### config.mk
export PLATFORM = sky130hd
export DESIGN_NAME = arb_mux2
export DESIGN_NICKNAME = d
export VERILOG_FILES = /design/src/rtl/arb_mux2_pkg.sv /design/src/rtl/arb_mux2_rr_arb2.sv /design/src/rtl/arb_mux2.sv
export SDC_FILE = /design/constraint.sdc
export NUM_CORES = 1
export LEC_CHECK = 0
export ABC_AREA = 1
export ABC_CLOCK_PERIOD_IN_PS = 2000
export BUFFER_PORTS_ARGS = -buffer_cell sky130_fd_sc_hd__buf_2
export CORE_MARGIN = 10
export CORE_UTILIZATION = 35
export DETAILED_ROUTE_END_ITERATION = 16
export SYNTH_ARGS = -nofsm -noshare
export SYNTH_HDL_FRONTEND = slang
export SYNTH_SLANG_ARGS = --single-unit
export TNS_END_PERCENT = 100
### constraint.sdc
create_clock -name clk -period 2 [get_ports clk]
set_input_delay 0.6 -clock clk [delete_from_list [all_inputs] [get_ports clk]]
set_output_delay 0.6 -clock clk [all_outputs]
set_load 0.02 [all_outputs]
### src/rtl/arb_mux2_pkg.sv
// ---------------------------------------------------------------------------
// arb_mux2_pkg
//   Shared definitions for the two-channel packet merger: the arbiter state
//   encoding, the channel select codes carried on outSel, and the default
//   channel data width.
// ---------------------------------------------------------------------------
package arb_mux2_pkg;

    localparam int DATA_WIDTH = 16;

    // Merger state: IDLE arbitrates, LOCK_x holds the output for channel x
    // until that channel delivers its last beat.
    typedef enum logic [1:0] {
        IDLE   = 2'd0,
        LOCK_A = 2'd1,
        LOCK_B = 2'd2
    } state_t;

    // Channel codes; also the outSel value seen by a downstream demux.
    localparam logic SEL_A = 1'b0;
    localparam logic SEL_B = 1'b1;

endpackage : arb_mux2_pkg

### src/rtl/arb_mux2_rr_arb2.sv
// ---------------------------------------------------------------------------
// rr_arb2
//   Two-way round-robin packet arbiter used by arb_mux2 while it is IDLE.
//   A lone requester always wins; on a tie the channel that did not finish
//   the most recent packet wins. The history bit only moves when a packet
//   actually completes, so a multi-beat packet counts as a single grant.
//
// Ports
//   clk        in   clock
//   resetN     in   synchronous active-low reset (tie goes to A afterwards)
//   validA/B   in   channel requests
//   beatDone   in   a last beat was accepted this cycle
//   beatSel    in   source of that accepted last beat (SEL_A / SEL_B)
//   grantValid out  at least one channel is requesting
//   grantSel   out  channel that would be granted (SEL_A / SEL_B)
// ---------------------------------------------------------------------------
module rr_arb2
    import arb_mux2_pkg::*;
(
    input  logic clk,
    input  logic resetN,
    input  logic validA,
    input  logic validB,
    input  logic beatDone,
    input  logic beatSel,
    output logic grantValid,
    output logic grantSel
);

    // Source of the most recently completed packet.
    logic lastGrant;

    // NOTE: every output of a combinational block gets a default first, so no
    // path through the if/else can leave it unassigned and infer a latch.
    always_comb begin
        grantValid = validA || validB;
        grantSel   = SEL_A;
        if (validA && validB) begin
            grantSel = (lastGrant == SEL_B) ? SEL_A : SEL_B;
        end else if (validB) begin
            grantSel = SEL_B;
        end
    end

    // NOTE: state is written with non-blocking assignments so every register
    // samples pre-edge values regardless of block evaluation order.
    always_ff @(posedge clk) begin
        if (!resetN) begin
            // Pretend B finished last so the first tie goes to A.
            lastGrant <= SEL_B;
        end else if (beatDone) begin
            lastGrant <= beatSel;
        end
    end

endmodule : rr_arb2

### src/rtl/arb_mux2.sv
// ---------------------------------------------------------------------------
// arb_mux2
//   Merges two valid/ready packet streams (A and B) onto one output stream
//   without ever interleaving beats of different packets. Once a packet's
//   first beat is accepted the merger locks onto that channel until its last
//   beat. The output is a single-entry register: a beat accepted at one edge
//   appears on out the cycle after, and the register reloads in the same
//   cycle it drains, so back-to-back traffic runs at one beat per cycle.
//
// Ports
//   clk                 in   clock, all state on rising edge
//   resetN              in   synchronous active-low reset
//   inA/validA/lastA    in   channel A beat, valid, end-of-packet
//   readyA              out  channel A beat accepted when validA && readyA
//   inB/validB/lastB    in   channel B beat, valid, end-of-packet
//   readyB              out  channel B beat accepted when validB && readyB
//   out/outValid        out  merged beat and its valid
//   outLast             out  merged beat ends its packet
//   outSel              out  merged beat source (SEL_A / SEL_B)
//   outReady            in   consumer takes the beat when outValid && outReady
// ---------------------------------------------------------------------------
module arb_mux2
    import arb_mux2_pkg::*;
#(
    parameter int WIDTH = DATA_WIDTH
) (
    input  logic             clk,
    input  logic             resetN,

    input  logic [WIDTH-1:0] inA,
    input  logic             validA,
    input  logic             lastA,
    output logic             readyA,

    input  logic [WIDTH-1:0] inB,
    input  logic             validB,
    input  logic             lastB,
    output logic             readyB,

    output logic [WIDTH-1:0] out,
    output logic             outValid,
    output logic             outLast,
    output logic             outSel,
    input  logic             outReady
);

    state_t state;

    logic grantValid;
    logic grantSel;
    logic canLoad;
    logic acceptA;
    logic acceptB;
    logic acceptAny;
    logic acceptSel;
    logic acceptLast;

    // The register can take a beat when it is empty or is being emptied now.
    assign canLoad = !(outValid && !outReady);

    assign acceptA    = validA && readyA;
    assign acceptB    = validB && readyB;
    assign acceptAny  = acceptA || acceptB;
    assign acceptSel  = acceptB ? SEL_B : SEL_A;
    assign acceptLast = acceptB ? lastB : lastA;

    rr_arb2 uArb (
        .clk        (clk),
        .resetN     (resetN),
        .validA     (validA),
        .validB     (validB),
        .beatDone   (acceptAny && acceptLast),
        .beatSel    (acceptSel),
        .grantValid (grantValid),
        .grantSel   (grantSel)
    );

    // Ready goes only to the granted channel, and only when the output
    // register has room; while locked the other channel is simply ignored.
    always_comb begin
        readyA = 1'b0;
        readyB = 1'b0;
        if (resetN && canLoad) begin
            unique case (state)
                IDLE: begin
                    if (grantValid) begin
                        readyA = (grantSel == SEL_A);
                        readyB = (grantSel == SEL_B);
                    end
                end
                LOCK_A:  readyA = 1'b1;
                LOCK_B:  readyB = 1'b1;
                default: ;
            endcase
        end
    end

    // State and output register. A beat accepted with last=1 returns to IDLE
    // (also from IDLE itself); otherwise the merger locks on its source.
    // NOTE: reset is synchronous, so it lives inside the clocked block and is
    // only seen at a rising edge; ready is additionally gated while low.
    always_ff @(posedge clk) begin
        if (!resetN) begin
            state    <= IDLE;
            out      <= '0;
            outValid <= 1'b0;
            outLast  <= 1'b0;
            outSel   <= SEL_A;
        end else begin
            if (acceptAny) begin
                out      <= acceptB ? inB : inA;
                outLast  <= acceptLast;
                outSel   <= acceptSel;
                outValid <= 1'b1;
                if (acceptLast) begin
                    state <= IDLE;
                end else begin
                    state <= acceptB ? LOCK_B : LOCK_A;
                end
            end else if (outReady) begin
                // Drained with nothing new; data fields keep their last value.
                outValid <= 1'b0;
            end
        end
    end

endmodule : arb_mux2

# == Yosys cells after proc, flatten, opt, wreduce, memory -nomap -nowiden ==
# Cells that the tools add are included.
# totals
ff_bits,22
input_bits,39
output_inout_bits,21
word_cells,37
# classes
n_eq_ne,2
mux,16
reduce_logical,12
bitwise,1
# ops
op,count
2-to-1 mux 16 bit,1
2-to-1 mux 1 bit,11
logical AND 1 bit,6
2-to-1 mux 2 bit,2
one-hot mux 1 bit (2 select lines),2
== test 2 x 1 -> 1 bit (second input constant),1
== test 2 bit (second input constant),1
logical NOT 1 bit,2
logical NOT 2 bit,1
logical OR 1 bit,2
nonzero test 2 bit,1
inverter 1 bit,1

# == Logic depth before layout (Yosys ltp) ==
# depth
depth_word,9
depth_mapped,10
depth_no_buf,9

# == Cells and area by module ==
# Synthesis repeated with hierarchy kept, for this count alone.
# hier_totals
hier_cells,190
area_unflattened_um2,1348.8
# modules_own_cells
module,seq_area_each_um2,n_inst,cells_per_inst,area_per_inst_um2
arb_mux2,420.4,1,183,1298.7
rr_arb2,20.0,1,7,50.0

# == Worst setup path before layout ==
# OpenSTA, ideal clock, no wires.
# synth_timing
path_type,input to output
from,in outReady
to,out readyB
n_path_buf,1
path_slack_ns,0.023
required_ns,1.400
arrival_time_ns,1.377
cell_stages,6
path_cell_list,inv_1 nand2_1 nand2_2 nor2_8 buf_2 and2_1
# synth_between
elab_chain_cells,5
# synth_lines
item,line_no,source
"start, declared",arb_mux2.sv:44,input logic outReady
logical NOT 1 bit,arb_mux2.sv:59,assign canLoad = !(outValid && !outReady);
logical AND 1 bit,arb_mux2.sv:59,
logical NOT 1 bit,arb_mux2.sv:59,
logical AND 1 bit,arb_mux2.sv:83,if (resetN && canLoad) begin
2-to-1 mux 1 bit,arb_mux2.sv:83,
"end, declared",arb_mux2.sv:38,"output logic readyB,"
# No other way between the ends.

# == Worst setup path in the final report ==
# Ends and elaborated chain as after synthesis.

==> metrics.md <==
| Metric | Value |
|---|---|
| Status | `finished clean` |
| R2r startpoint | `outValid$_SDFFE_PN0P_` |
| Syn_nets | `225` |
| Die X | `82.6 microns` |
| Worst R2R Setup Slack | `0.45 ns` |
| WS Path Type | `in -> out` |
| Distinct cells, synth | `21` |
| IO Port Bufs | `59` |
| Hold slack | `0.460 ns` |
| Max stage delay on crit path | `roughly 0.17 ns` |
| Via density | `4.65` |
| Global route total overflow | `0` |
| Initial Util | `0.369` |
| # clock sinks | `22` |
| DRT Pass-1 Iters | `4` |
| Clock power share | `0.290` |
| Slowest-stage cell, CP | `buf_2` |
| Instance count on the critical path | `7` |
| Hold path depth | `2` |
| Routed via count | `1366` |
| Fillers | `421` |
| Antenna viol nets, final | `0` |
| # Max-Cap Violations | `0` |
| CTS Hold Buffers Added | `0` |
| Vias in the first global route | `1354` |
| Critical path peak fanout | `3` |
| Crit path buffers/inverters | `3` |
| Global Route Usage Sum | `0.107` |
| Fin. Hold Viols | `0` |
| Max clock buf depth | `2` |
| Final Setup Violations | `0` |
| Combinational Power Share | `0.271` |
| Initial antenna violation count | `0` |
| DIE HEIGHT | `82.6 microns` |
| Power Density | `622 nW/um^2` |
| Clock Latency Late Sink | `0.26 ns` |
| Internal | `~0.00076 W` |
| Synth area leader | `dfxtp_1` |
| Routed WL | `3.78 mm` |
| Fin nets | `286` |
| RR Endpoint | `uArb.lastGrant$_SDFFE_PN1P_` |
| FP Rows | `22` |
| CP delay by family, top | `simple AND/OR/NAND/NOR gates` |
| Yosys top cell area share | `0.321` |
| Area growth from synthesis to layout | `28.8%` |
| Die ar. | `6820 sq um` |
| Post-CTS Resized | `0` |
| Total power | `approximately 0.0011 W` |
| Share of cells above drive strength 1 | `0.411` |
| Crit path required time | `1.40 ns` |
| Achievable Freq | `0.518 GHz` |
| H-tree levels | `1` |
| Cells after Synth | `186` |
| VDD IR max | `219 uV` |
| Origin of the worst setup path | `outReady` |
| Largest net degree at the start of global routing | `21` |
| Avg Inst Size Synth | `7.37 sq um` |
| Post-Syn Area | `around 1400 sq um` |
| Setup_tns | `0 ns` |
| Switching Power | `0.000340 W` |
| Setup Buffers After CTS | `0` |
| Clk slew on worst S/H paths | `around 0.080 ns` |
| CP Cell Sequence | `buf_2 -> inv_1 -> nand2_1 -> nand2_2 -> nor2_8 -> and2_1 -> buf_2` |
| Worst R2R Path Depth | `9` |
| DR DRC count | `0` |
| Static leakage | `0.931 nW` |
| Flops & latches, synth | `22` |
| YS warnings | `0` |
| Crit end category | `output port` |
| Crit path arrival time | `1.33 ns` |
| Relative slew slack | `0.812` |
| Unrepaired setup endpoints after global routing | `no` |
| GP Congestion | `slightly above 0.7` |
| Post-DP HPWL | `2.95 mm` |
| CTS buffer count | `3` |
| Ant. Diodes | `0` |
| Root Buffer | `clkbuf_8` |
| Minimum clock period | `1.93 ns` |
| Flop pwr share | `0.438` |
| Crit path to | `readyB` |
| Slew Limit Fails | `0` |
| Starting DRT DRC Count | `40` |
| Core Box Area | `~3700 sq um` |
| Area contributors post-synth | `dfxtp_1 32%, inv_1 11%, nand3_1 10%, nand3_2 8.0%, nand4_1 7.8%` |
| CTS tree | `yes` |
| Number of I/O pins | `60` |
| Global-route wire length before repair | `around 6 mm` |
| Sequential-to-total area share from yosys stat | `0.321` |
| Final Skew | `between 0.004 and 0.005 ns` |
| Fin crit share | `0.966` |
| Drt wl/cell | `12.9 microns` |
| Critical Path Start Type | `primary input` |
| Hold Crit Class | `reg -> reg` |
| Sw frac | `0.310` |
| Least-Margin Pin Slew | `0.281 ns` |
| Most used cell along the critical path | `buf_2` |
placed cells by master (no fill, tap or decap), types with 4 or more instances in the layout:
cell | netlist | final
a21oi_1 | 10 | 10
a21oi_2 | 10 | 10
buf_2 | 6 | 59
buf_4 | 1 | 10
clkbuf_8 | 0 | 4
dfxtp_1 | 22 | 22
inv_1 | 40 | 40
nand2_1 | 24 | 24
nand3_1 | 28 | 28
nand3_2 | 11 | 11
nand4_1 | 17 | 17
kinds of logic (layout without fill, tap and decap cells):
| family | Yosys count | in the layout | share of synthesized area |
|---|---|---|---|
| flip-flops | 22 | 22 | 0.321 |
| buffers and inverters | 53 | 113 | 0.176 |
| AO/OA/AOI/OAI | 21 | 21 | 0.104 |
| AND/OR/NAND/NOR | 90 | 90 | 0.398 |
layout make-up:
cell class              count  area, sq um  share of cell area
clock buffers               4         55.1              0.0312
inverters                  40          150              0.0851
multi-input cells         111          688               0.390
flip-flops and latches     22          440               0.250
well taps                  48         60.1              0.0340
repair buffers             69          370               0.210
per-stage QoR:
| step | cell area (sq um) | setup slack, ns | cells | utilization |
|---|---|---|---|---|
| 2_1_floorplan | 1370 | 0.0227 | 186 | - |
| 3_3_place_gp | 1710 | 0.0701 | 290 | 0.460 |
| 3_5_place_dp | 1710 | 0.0392 | 290 | 0.460 |
| 4_1_cts | 1760 | 0.0707 | 294 | 0.475 |
| 5_1_grt | 1760 | 0.0113 | 294 | 0.475 |
| 6_report | 1760 | 0.0679 | 294 | 0.475 |
metal layers:
layer	global-route usage	part of all wire	vias up
li1	-	-	726
met2	0.179	0.48	38
met4	0.0401	0.0095	0
met5	0	0	-
met3	0.0367	0.086	2
met1	0.125	0.43	600
Yosys cell counts:
cell type and count:
inv_1 40, nand3_1 28, nand2_1 24, dfxtp_1 22
nand4_1 17, nand3_2 11, a21oi_1 10, a21oi_2 10
buf_2 6, clkbuf_1 3, and2_1 2, buf_6 2
nand2_2 2, nand2_4 2, buf_12 1, buf_4 1
nand3_4 1, nand3b_1 1, nor2_2 1, nor2_8 1
o21ai_0 1
how the worst min path moves through the flow:
stage | start | to
after detailed placement | uArb.lastGrant$_SDFFE_PN1P_ | uArb.lastGrant$_SDFFE_PN1P_
after global placement | uArb.lastGrant$_SDFFE_PN1P_ | uArb.lastGrant$_SDFFE_PN1P_
after global routing | uArb.lastGrant$_SDFFE_PN1P_ | uArb.lastGrant$_SDFFE_PN1P_
after floorplan | uArb.lastGrant$_SDFFE_PN1P_ | uArb.lastGrant$_SDFFE_PN1P_
after CTS | uArb.lastGrant$_SDFFE_PN1P_ | uArb.lastGrant$_SDFFE_PN1P_
final | uArb.lastGrant$_SDFFE_PN1P_ | uArb.lastGrant$_SDFFE_PN1P_
worst reg2reg max path, delay by kind of cell (launching register included):
kind          cells  cell delay, ns
flops             1            0.31
simple gates      8            1.00
buf+inv           1            0.14
state kept, by name, summed over array words and instances (netlist names):
signal,count
outValid,1
uArb.lastGrant,1
out,16
outSel,1
state,2
outLast,1
power by group through the flow:
stage | registers [W] | clock network [W] | logic, W
after floorplan | 0.000522 | 0 | 0.000171
after global placement | 0.000492 | 0 | 0.000299
after detailed placement | 0.000492 | 0 | 0.000300
after CTS | 0.000482 | 0.000330 | 0.000302
after global routing | 0.000485 | 0.000336 | 0.000331
final | 0.000481 | 0.000319 | 0.000298
No activity file was read; power rests on OpenSTA's default activity.
